**config.mk**
```make
export PLATFORM = sky130hd
export DESIGN_NAME = mc_ctl_fsm
export DESIGN_NICKNAME = d
export VERILOG_FILES = /design/src/rtl/mc_ctl_fsm_pkg.sv /design/src/rtl/mc_ctl_fsm_alu_decoder.sv /design/src/rtl/mc_ctl_fsm.sv
export SDC_FILE = /design/constraint.sdc
export NUM_CORES = 1
export LEC_CHECK = 0
export ABC_AREA = 1
export CAP_MARGIN = 10
export CELL_PAD_IN_SITES_DETAIL_PLACEMENT = 0
export CELL_PAD_IN_SITES_GLOBAL_PLACEMENT = 1
export CORE_UTILIZATION = 20
export CTS_CLUSTER_SIZE = 25
export DETAILED_ROUTE_END_ITERATION = 8
export GPL_TIMING_DRIVEN = 0
export PLACE_DENSITY = 0.91
export SYNTH_ARGS = -nofsm -noshare
export SYNTH_HDL_FRONTEND = slang
export SYNTH_SLANG_ARGS = --single-unit
```
**constraint.sdc**
```tcl
create_clock -name clk -period 1.7 [get_ports clk]
set_input_delay 0.17 -clock clk [delete_from_list [all_inputs] [get_ports clk]]
set_output_delay 0.17 -clock clk [all_outputs]
set_load 0.005 [all_outputs]
```
**src/rtl/mc_ctl_fsm_pkg.sv**
```systemverilog
// Shared constants for the multicycle control sequencer: opcode classes, ALU codes,
// datapath select encodings and the sequencer state type.
package mc_ctl_fsm_pkg;

  localparam logic [6:0] TYPE_R      = 7'b0110011;
  localparam logic [6:0] TYPE_I_ALU  = 7'b0010011;
  localparam logic [6:0] TYPE_I_LOAD = 7'b0000011;
  localparam logic [6:0] TYPE_S      = 7'b0100011;
  localparam logic [6:0] TYPE_B      = 7'b1100011;
  localparam logic [6:0] TYPE_J      = 7'b1101111;

  localparam logic [2:0] ALU_ADD = 3'b000;
  localparam logic [2:0] ALU_SUB = 3'b001;
  localparam logic [2:0] ALU_AND = 3'b010;
  localparam logic [2:0] ALU_OR  = 3'b011;
  localparam logic [2:0] ALU_XOR = 3'b100;
  localparam logic [2:0] ALU_SLT = 3'b101;

  localparam logic [1:0] ALUOP_ADD   = 2'b00;
  localparam logic [1:0] ALUOP_SUB   = 2'b01;
  localparam logic [1:0] ALUOP_FUNCT = 2'b10;

  localparam logic [1:0] SRCA_PC    = 2'b00;
  localparam logic [1:0] SRCA_OLDPC = 2'b01;
  localparam logic [1:0] SRCA_RD1   = 2'b10;

  localparam logic [1:0] SRCB_RD2  = 2'b00;
  localparam logic [1:0] SRCB_IMM  = 2'b01;
  localparam logic [1:0] SRCB_FOUR = 2'b10;

  localparam logic [1:0] RES_ALUOUT    = 2'b00;
  localparam logic [1:0] RES_DATA      = 2'b01;
  localparam logic [1:0] RES_ALURESULT = 2'b10;

  localparam logic [1:0] IMM_I = 2'b00;
  localparam logic [1:0] IMM_S = 2'b01;
  localparam logic [1:0] IMM_B = 2'b10;
  localparam logic [1:0] IMM_J = 2'b11;

  typedef enum logic [3:0] {
    S_FETCH, S_DECODE, S_MEMADR, S_MEMREAD, S_MEMWB, S_MEMWRITE,
    S_EXECR, S_EXECI, S_ALUWB, S_BEQ, S_JAL
  } mc_state_t;

  function automatic logic is_legal_op(input logic [6:0] op);
    is_legal_op = (op == TYPE_R) || (op == TYPE_I_ALU) || (op == TYPE_I_LOAD) ||
                  (op == TYPE_S) || (op == TYPE_B) || (op == TYPE_J);
  endfunction

endpackage

```
**src/rtl/mc_ctl_fsm_alu_decoder.sv**
```systemverilog
// ALU operation decoder: maps the sequencer's aluop plus instruction fields to an ALU code.
module mc_ctl_fsm_alu_decoder
  import mc_ctl_fsm_pkg::*;
(
  input  logic [1:0] aluop_i,
  input  logic [2:0] funct3_i,
  input  logic       op5_i,
  input  logic       funct7_5_i,
  output logic [2:0] alucontrol_o
);

  // ALU code selection
  always_comb begin
    alucontrol_o = ALU_ADD;
    case (aluop_i)
      ALUOP_ADD: alucontrol_o = ALU_ADD;
      ALUOP_SUB: alucontrol_o = ALU_SUB;
      ALUOP_FUNCT: begin
        case (funct3_i)
          3'b000:  alucontrol_o = (op5_i & funct7_5_i) ? ALU_SUB : ALU_ADD;
          3'b010:  alucontrol_o = ALU_SLT;
          3'b100:  alucontrol_o = ALU_XOR;
          3'b110:  alucontrol_o = ALU_OR;
          3'b111:  alucontrol_o = ALU_AND;
          default: alucontrol_o = ALU_ADD;
        endcase
      end
      default: alucontrol_o = ALU_ADD;
    endcase
  end

endmodule

```
**src/rtl/mc_ctl_fsm.sv**
```systemverilog
// Multicycle RV32I control sequencer (Moore FSM with mem_ready-gated strobes).
// Optional retired-instruction counter enabled by defining MC_CTL_INSTRET_EN.
module mc_ctl_fsm
  import mc_ctl_fsm_pkg::*;
(
  input  logic        clk,
  input  logic        rst_n,
  input  logic [6:0]  op,
  input  logic [2:0]  funct3,
  input  logic        funct7_5,
  input  logic        zero,
  input  logic        mem_ready,
  output logic        mem_req,
  output logic        adrsrc,
  output logic        irwrite,
  output logic        pcwrite,
  output logic        memwrite,
  output logic        regwrite,
  output logic [1:0]  alusrca,
  output logic [1:0]  alusrcb,
  output logic [1:0]  resultsrc,
  output logic [1:0]  immsrc,
  output logic [2:0]  alucontrol,
  output logic        illegal,
  output logic [31:0] instret
);

  mc_state_t  state_q;
  logic [1:0] aluop_s;

  // State register and next-state sequencing
  always_ff @(posedge clk or negedge rst_n) begin
    if (!rst_n) begin
      state_q <= S_FETCH;
    end else begin
      case (state_q)
        S_FETCH:    if (mem_ready) state_q <= S_DECODE;
        S_DECODE: begin
          case (op)
            TYPE_I_LOAD, TYPE_S: state_q <= S_MEMADR;
            TYPE_R:              state_q <= S_EXECR;
            TYPE_I_ALU:          state_q <= S_EXECI;
            TYPE_B:              state_q <= S_BEQ;
            TYPE_J:              state_q <= S_JAL;
            default:             state_q <= S_FETCH;
          endcase
        end
        S_MEMADR:   state_q <= (op == TYPE_S) ? S_MEMWRITE : S_MEMREAD;
        S_MEMREAD:  if (mem_ready) state_q <= S_MEMWB;
        S_MEMWRITE: if (mem_ready) state_q <= S_FETCH;
        S_EXECR, S_EXECI, S_JAL: state_q <= S_ALUWB;
        S_MEMWB, S_ALUWB, S_BEQ: state_q <= S_FETCH;
        default:    state_q <= S_FETCH;
      endcase
    end
  end

  // Datapath controls decoded from the current state
  always_comb begin
    mem_req   = 1'b0;
    adrsrc    = 1'b0;
    irwrite   = 1'b0;
    pcwrite   = 1'b0;
    memwrite  = 1'b0;
    regwrite  = 1'b0;
    illegal   = 1'b0;
    alusrca   = SRCA_PC;
    alusrcb   = SRCB_RD2;
    resultsrc = RES_ALUOUT;
    immsrc    = IMM_I;
    aluop_s   = ALUOP_ADD;
    case (state_q)
      S_FETCH: begin
        mem_req   = 1'b1;
        alusrcb   = SRCB_FOUR;
        resultsrc = RES_ALURESULT;
        irwrite   = mem_ready;
        pcwrite   = mem_ready;
      end
      S_DECODE: begin
        alusrca = SRCA_OLDPC;
        alusrcb = SRCB_IMM;
        immsrc  = IMM_B;
        illegal = ~is_legal_op(op);
      end
      S_MEMADR: begin
        alusrca = SRCA_RD1;
        alusrcb = SRCB_IMM;
        immsrc  = (op == TYPE_S) ? IMM_S : IMM_I;
      end
      S_MEMREAD: begin
        mem_req = 1'b1;
        adrsrc  = 1'b1;
      end
      S_MEMWB: begin
        resultsrc = RES_DATA;
        regwrite  = 1'b1;
      end
      S_MEMWRITE: begin
        mem_req  = 1'b1;
        adrsrc   = 1'b1;
        memwrite = mem_ready;
      end
      S_EXECR: begin
        alusrca = SRCA_RD1;
        aluop_s = ALUOP_FUNCT;
      end
      S_EXECI: begin
        alusrca = SRCA_RD1;
        alusrcb = SRCB_IMM;
        aluop_s = ALUOP_FUNCT;
      end
      S_ALUWB:  regwrite = 1'b1;
      S_BEQ: begin
        alusrca = SRCA_RD1;
        aluop_s = ALUOP_SUB;
        pcwrite = zero & (funct3 == 3'b000);
      end
      S_JAL: begin
        alusrca = SRCA_OLDPC;
        alusrcb = SRCB_FOUR;
        pcwrite = 1'b1;
      end
      default: begin
        mem_req = 1'b0;
      end
    endcase
  end

  mc_ctl_fsm_alu_decoder u_alu_decoder (
    .aluop_i      (aluop_s),
    .funct3_i     (funct3),
    .op5_i        (op[5]),
    .funct7_5_i   (funct7_5),
    .alucontrol_o (alucontrol)
  );

`ifdef MC_CTL_INSTRET_EN
  logic [31:0] instret_q;
  logic        retire_s;

  // Illegal-opcode returns come from DECODE and are deliberately not counted
  assign retire_s = (state_q == S_ALUWB) || (state_q == S_MEMWB) || (state_q == S_BEQ) ||
                    ((state_q == S_MEMWRITE) && mem_ready);

  // Retired-instruction counter
  always_ff @(posedge clk or negedge rst_n) begin
    if (!rst_n) begin
      instret_q <= 32'd0;
    end else if (retire_s) begin
      instret_q <= instret_q + 32'd1;
    end
  end

  assign instret = instret_q;
`else
  assign instret = 32'd0;
`endif

endmodule

```
# --- Word level (Yosys, flattened, before mapping) ---
# Cells that the tools add are included.
classes:
  n_eq_ne: 25
  mux: 22
  n_bitwise: 3
  reduce_logical: 18
ops:
  columns: ["op", "n"]
  rows:
  - ["$pmux W4 S6", 1]
  - ["$pmux W2 S2", 5]
  - ["$pmux W4 S5", 1]
  - ["$eq A4 B3 Y1 const B", 4]
  - ["$pmux W3 S5", 1]
  - ["$eq A7 B6 Y1 const B", 2]
  - ["$eq A7 B7 Y1 const B", 2]
  - ["$eq A4 B4 Y1 const B", 3]
  - ["$mux W4", 3]
  - ["$reduce_or A2 Y1", 6]
  - ["$eq A3 B3 Y1 const B", 3]
  - ["$reduce_or A3 Y1", 3]
  - ["$eq A4 B2 Y1 const B", 2]
  - ["$mux W1", 8]
  - ["$eq A7 B2 Y1 const B", 1]
  - ["$eq A7 B5 Y1 const B", 1]
  - ["$ne A2 B2 Y1 const B", 3]
  - ["$pmux W3 S2", 1]
  - ["$logic_or A1 B1 Y1", 5]
  - ["$eq A4 B1 Y1 const B", 1]
  - ["$logic_not A4 Y1", 1]
  - ["$reduce_or A4 Y1", 1]
  - ["$eq A3 B2 Y1 const B", 1]
  - ["$logic_not A3 Y1", 1]
  - ["7 further kinds", 8]
totals:
  ff_bits: 4
  out_inout_bits: 50
  wordCells: 69

# --- Logic depth before layout (Yosys ltp) ---
depth:
  depth_word: 8
  mapped_depth: 9
  ltp_nobuf: 9

# --- Modules after synthesis ---
# Synthesis repeated with hierarchy kept, for this count alone.
unflattened:
  cells_unflattened: 137
  area_unflattened_um2: 845.8
modules_own_cells:
  columns: ["module", "n_inst", "cells_each", "area_each_um2", "seq_area_each_um2"]
  rows:
  - ["mc_ctl_fsm", 1, 114, 726.9, 100.1]
  - ["mc_ctl_fsm_alu_decoder", 1, 23, 118.9, 0.0]

# --- Worst setup path after synthesis ---
# No wires, ideal clock.
synth_path:
  path_type: "flip-flop to output port"
  start: "register state_q[3]"
  end: "output port alucontrol[2]"
  t_arrival_ps: 1367
  t_required_ps: 1530
  setup_slack_ps: 163
  stages_incl_launch_ff: 7
  n_path_buf: 0
  cell_sequence: "dfrtp_1 > nor2_2 > inv_1 > nor2_1 > inv_1 > ha_1 > nor3b_1"
synth_between:
  elab_chain_cells: 5
  word_cells_on_any_way: 8
  classes_between: "eq/ne: 5; mux: 2; reduce/logical: 1"
synth_lines:
  columns: ["element", "line_no", "source"]
  rows:
  - ["start, declared", "mc_ctl_fsm.sv:28", "mc_state_t state_q;"]
  - ["start signal, assigned", "mc_ctl_fsm.sv:48", "S_MEMADR: state_q <= (op == TYPE_S) ? S_MEMWRITE : S_MEMREAD;"]
  - ["$eq A4 B3 Y1", "mc_ctl_fsm.sv:72", "case (state_q)"]
  - ["$reduce_or A2 Y1 (no source line)", null, null]
  - ["$pmux W2 S2 *", "mc_ctl_fsm.sv:72", null]
  - ["$eq A2 B2 Y1 or $eq A2 B1 Y1 (tied branches)", "mc_ctl_fsm_alu_decoder.sv:15", "case (aluop_i)"]
  - ["$pmux W3 S2 *", "mc_ctl_fsm_alu_decoder.sv:15", null]
  - ["end, declared", "mc_ctl_fsm.sv:23", "output logic [2:0] alucontrol,"]
# Every way passes the cells marked *; elsewhere a longest branch is shown, timed or not.

# --- Final worst setup path ---
# Same ends and word-level chain as after synthesis.

==> results.yml <==
setup_path:
  reg2reg_from: "state_q[1]$_DFFE_PN0P_"
  end_kind: "output port"
  r2r_slack_ps: 440
  slowest_delay_ps: 430
  start_kind: "register"
  reg2reg_depth: 8
  cpMostUsedCell: "nor2_4"
  crit_chain: "nor2_4 -> inv_2 -> nor2_4 -> ha_4 -> inv_2 -> nor2_4 -> o21ai_1 -> nor3b_2 -> buf_2"
  worst-setup-path-type: "register to output port"
  arrival_ps: 1620
  cpMaxStageDelayCell: "dfrtp_2"
  cp_top_family: "simple AND/OR/NAND/NOR gates"
  worst-path-max-fanout: 4
  timing.rr.end: "state_q[2]$_DFFE_PN0P_"
  crit_buf_inv: 3
  required_ps: 1530
global_routing:
  gr-usage-met1_pct: 9.698
  grt_max_degree: 10
  grt_usage_pct: 9.633
  top_usage_layer: "met2"
  grt_pass1_wl_um: 3249
  met3_usage_pct: 1.215
  antenna_found_initial: 0
  met2_usage_pct: 19.33
  overflow: 0
  grt_pass1_vias: 800
layout:
  largest_register: "state_q"
  finalInstanceArea_mm2: 0.001531
  final_common_cell: "buf_4"
  top_regs: "state_q: 4 flops"
  largest_reg_flops: 4
  drive_above_1_share_pct: 39.52
  diodes: 0
  final_net_count: 229
  post-route-util_pct: 40.91
  areaGrowthSynthToFinish_pct: 90.95
  layout_common_cells: "42 x buf_4, 32 x conb_1, 19 x nand2_1, 15 x inv_1, 14 x clkdlybuf4s50_1"
clock_tree:
  clock_latency_ps: 220
  cts.sinks: 4
  cts_buffers: 3
  cts_root_buf: "clkbuf_8"
  cts_max_level: 1
  clk_path_buf_depth: 2
  cts_tree: "done"
  clk_pin_slew_worst_paths_ps: 30
  hold_buffers: 0
route:
  final_antenna_net_count: 0
  drcViolationCount: 0
  post_drt_wl_per_cell_um: 8.109
  routed_via_density: 3.643
  first_pass_iters: 4
  drtIter0Drc: 23
  wl_um: 2092
  vias: 940
logic_synthesis:
  synth_fa_ha_area_share_pct: 3.120
  ys_types: 21
  synth_warnings: 0
  synth_top_family_by_area: "buffers and inverters"
  synth_xor_area_share_pct: 0
  syn-cell-area_um2: 802.0
  synth_compound_area_share_pct: 4.992
  synth_seq_area_share_pct: 12.48
  synth_cells: 134
  syn_area_per_cell_um2: 5.985
  synth_mux_area_share_pct: 0
  synth-seq-cells: 4
  yosys.area_share.simple_pct: 36.82
hold_path:
  hold_class: "input pin to asynchronous set/reset pin"
flow_run:
  maxCapViolations: 0
timing:
  setup_viol: 3
  drv_slew: 0
  rsz0062_at_grt: "yes"
  finalHoldViolations: 0
  period_needed_ps: 1792
  fin_hold_ws_ps: 149.0
  skew_ps: 0.04592
  finalWorstSetupSlack_ps: -92.04
  min_period_over_period_pct: 105.4
  tns_ps: -132.0
  max_freq_mhz: 558.0
floorplanning:
  die_w_um: 65.33
  core_mm2: 0.003744
  die_y_um: 65.33
  io_pins: 65
  start_util_pct: 21.42
  std_cell_rows: 22
  die_area_mm2: 0.004267
run_status:
  status: "complete, but fails checks"
  violations: "negative setup slack"
pwr:
  vdd_drop_max_v: 0.0002304
  combinationalPowerShare_pct: 72.7
  seq_power_share_pct: 11.4
  cellPowerDensity_mw_per_mm2: 823.0
  finalPower_uw: 1260
  power.switching_uw: 505.1
  sw_frac_of_total_pct: 40.08
  clock_power_share_pct: 15.8
  p_leak_uw: 0.0009444
  intPower_uw: 755.2
placed_design:
  dpl.hpwl_um: 1591
  placed_cell_area_mm2: 0.001299
  port_buffers: 32
  gp_congestion: 0.8569
==> how the worst max path moves through the flow <==
stage / cells past startpoint / from / endpoint / slack [ps]
2_1_floorplan: 6 / state_q[3]$_DFFE_PN0P_ / alucontrol[2] / 160
3_3_place_gp: 7 / state_q[3]$_DFFE_PN0P_ / alucontrol[2] / -460
3_5_place_dp: 7 / state_q[3]$_DFFE_PN0P_ / alucontrol[2] / -470
4_1_cts: 6 / state_q[2]$_DFFE_PN0P_ / pcwrite / -110
5_1_grt: 9 / state_q[3]$_DFFE_PN0P_ / alucontrol[2] / -190
6_report: 9 / state_q[3]$_DFFE_PN0P_ / alucontrol[2] / -90
==> per-stage QoR <==
step	std cells	setup slack [ps]
after floorplan	165	163.0
after detailed placement	245	-469.2
after CTS	256	-112.2
after global placement	245	-459.8
after global routing	258	-192.1
final	258	-92.04
==> cell type report <==
cell class | instances | area [um2]
Tap cell | 48 | 60.06
Multi-Input combinational cell | 105 | 591.8
Clock buffer | 3 | 41.29
Fill cell | 394 | 2212
Timing Repair Buffer | 42 | 395.4
Buffer | 33 | 251.5
Sequential cell | 4 | 102.6
Inverter | 23 | 88.84
==> repair_timing <==
item,in CTS,in global routing
gates resized for setup,45,20
pin swaps,9,7
endpoints found under the setup margin,16,13
setup buffers,8,2
==> kinds of logic (layout without fill, tap and decap cells) <==
logic type,count (synthesis),after routing
fa+ha+maj,2,2
compound gates,8,8
other cells,1,32
simple gates,63,63
buf+inv,56,101
flops,4,4
==> cell usage after synthesis (all sizes together) <==
cell	number	area, um2
buf	33	251.5
a21oi	2	10.01
nand2	24	92.59
inv	23	86.33
dfrtp	4	100.1
nand4	2	12.51
nor2	18	82.58
nor3b	2	15.01
o21ai	6	30.02
nand3	14	75.07
nor3	2	10.01
nand3b	1	7.510
ha	2	25.02
conb	1	3.750
==> routing by layer <==
metal | share of wire (%) | wire (um) | up-vias
met5 | 0 | 0 | -
met4 | 1.0 | 21 | 0
met3 | 9.3 | 195 | 2
met2 | 51 | 1072 | 42
met1 | 38 | 803 | 391
li1 | - | - | 505
==> power by group through the flow <==
stage                     Clock [uW]  Combinational [uW]  Sequential [uW]
final                            200                 917              144
after global routing             215                1000              145
after CTS                        203                 891              149
after detailed placement           0                 802              142
after global placement             0                 797              141
after floorplan                    0                 418              138
No activity file was read; power rests on OpenSTA's default activity.
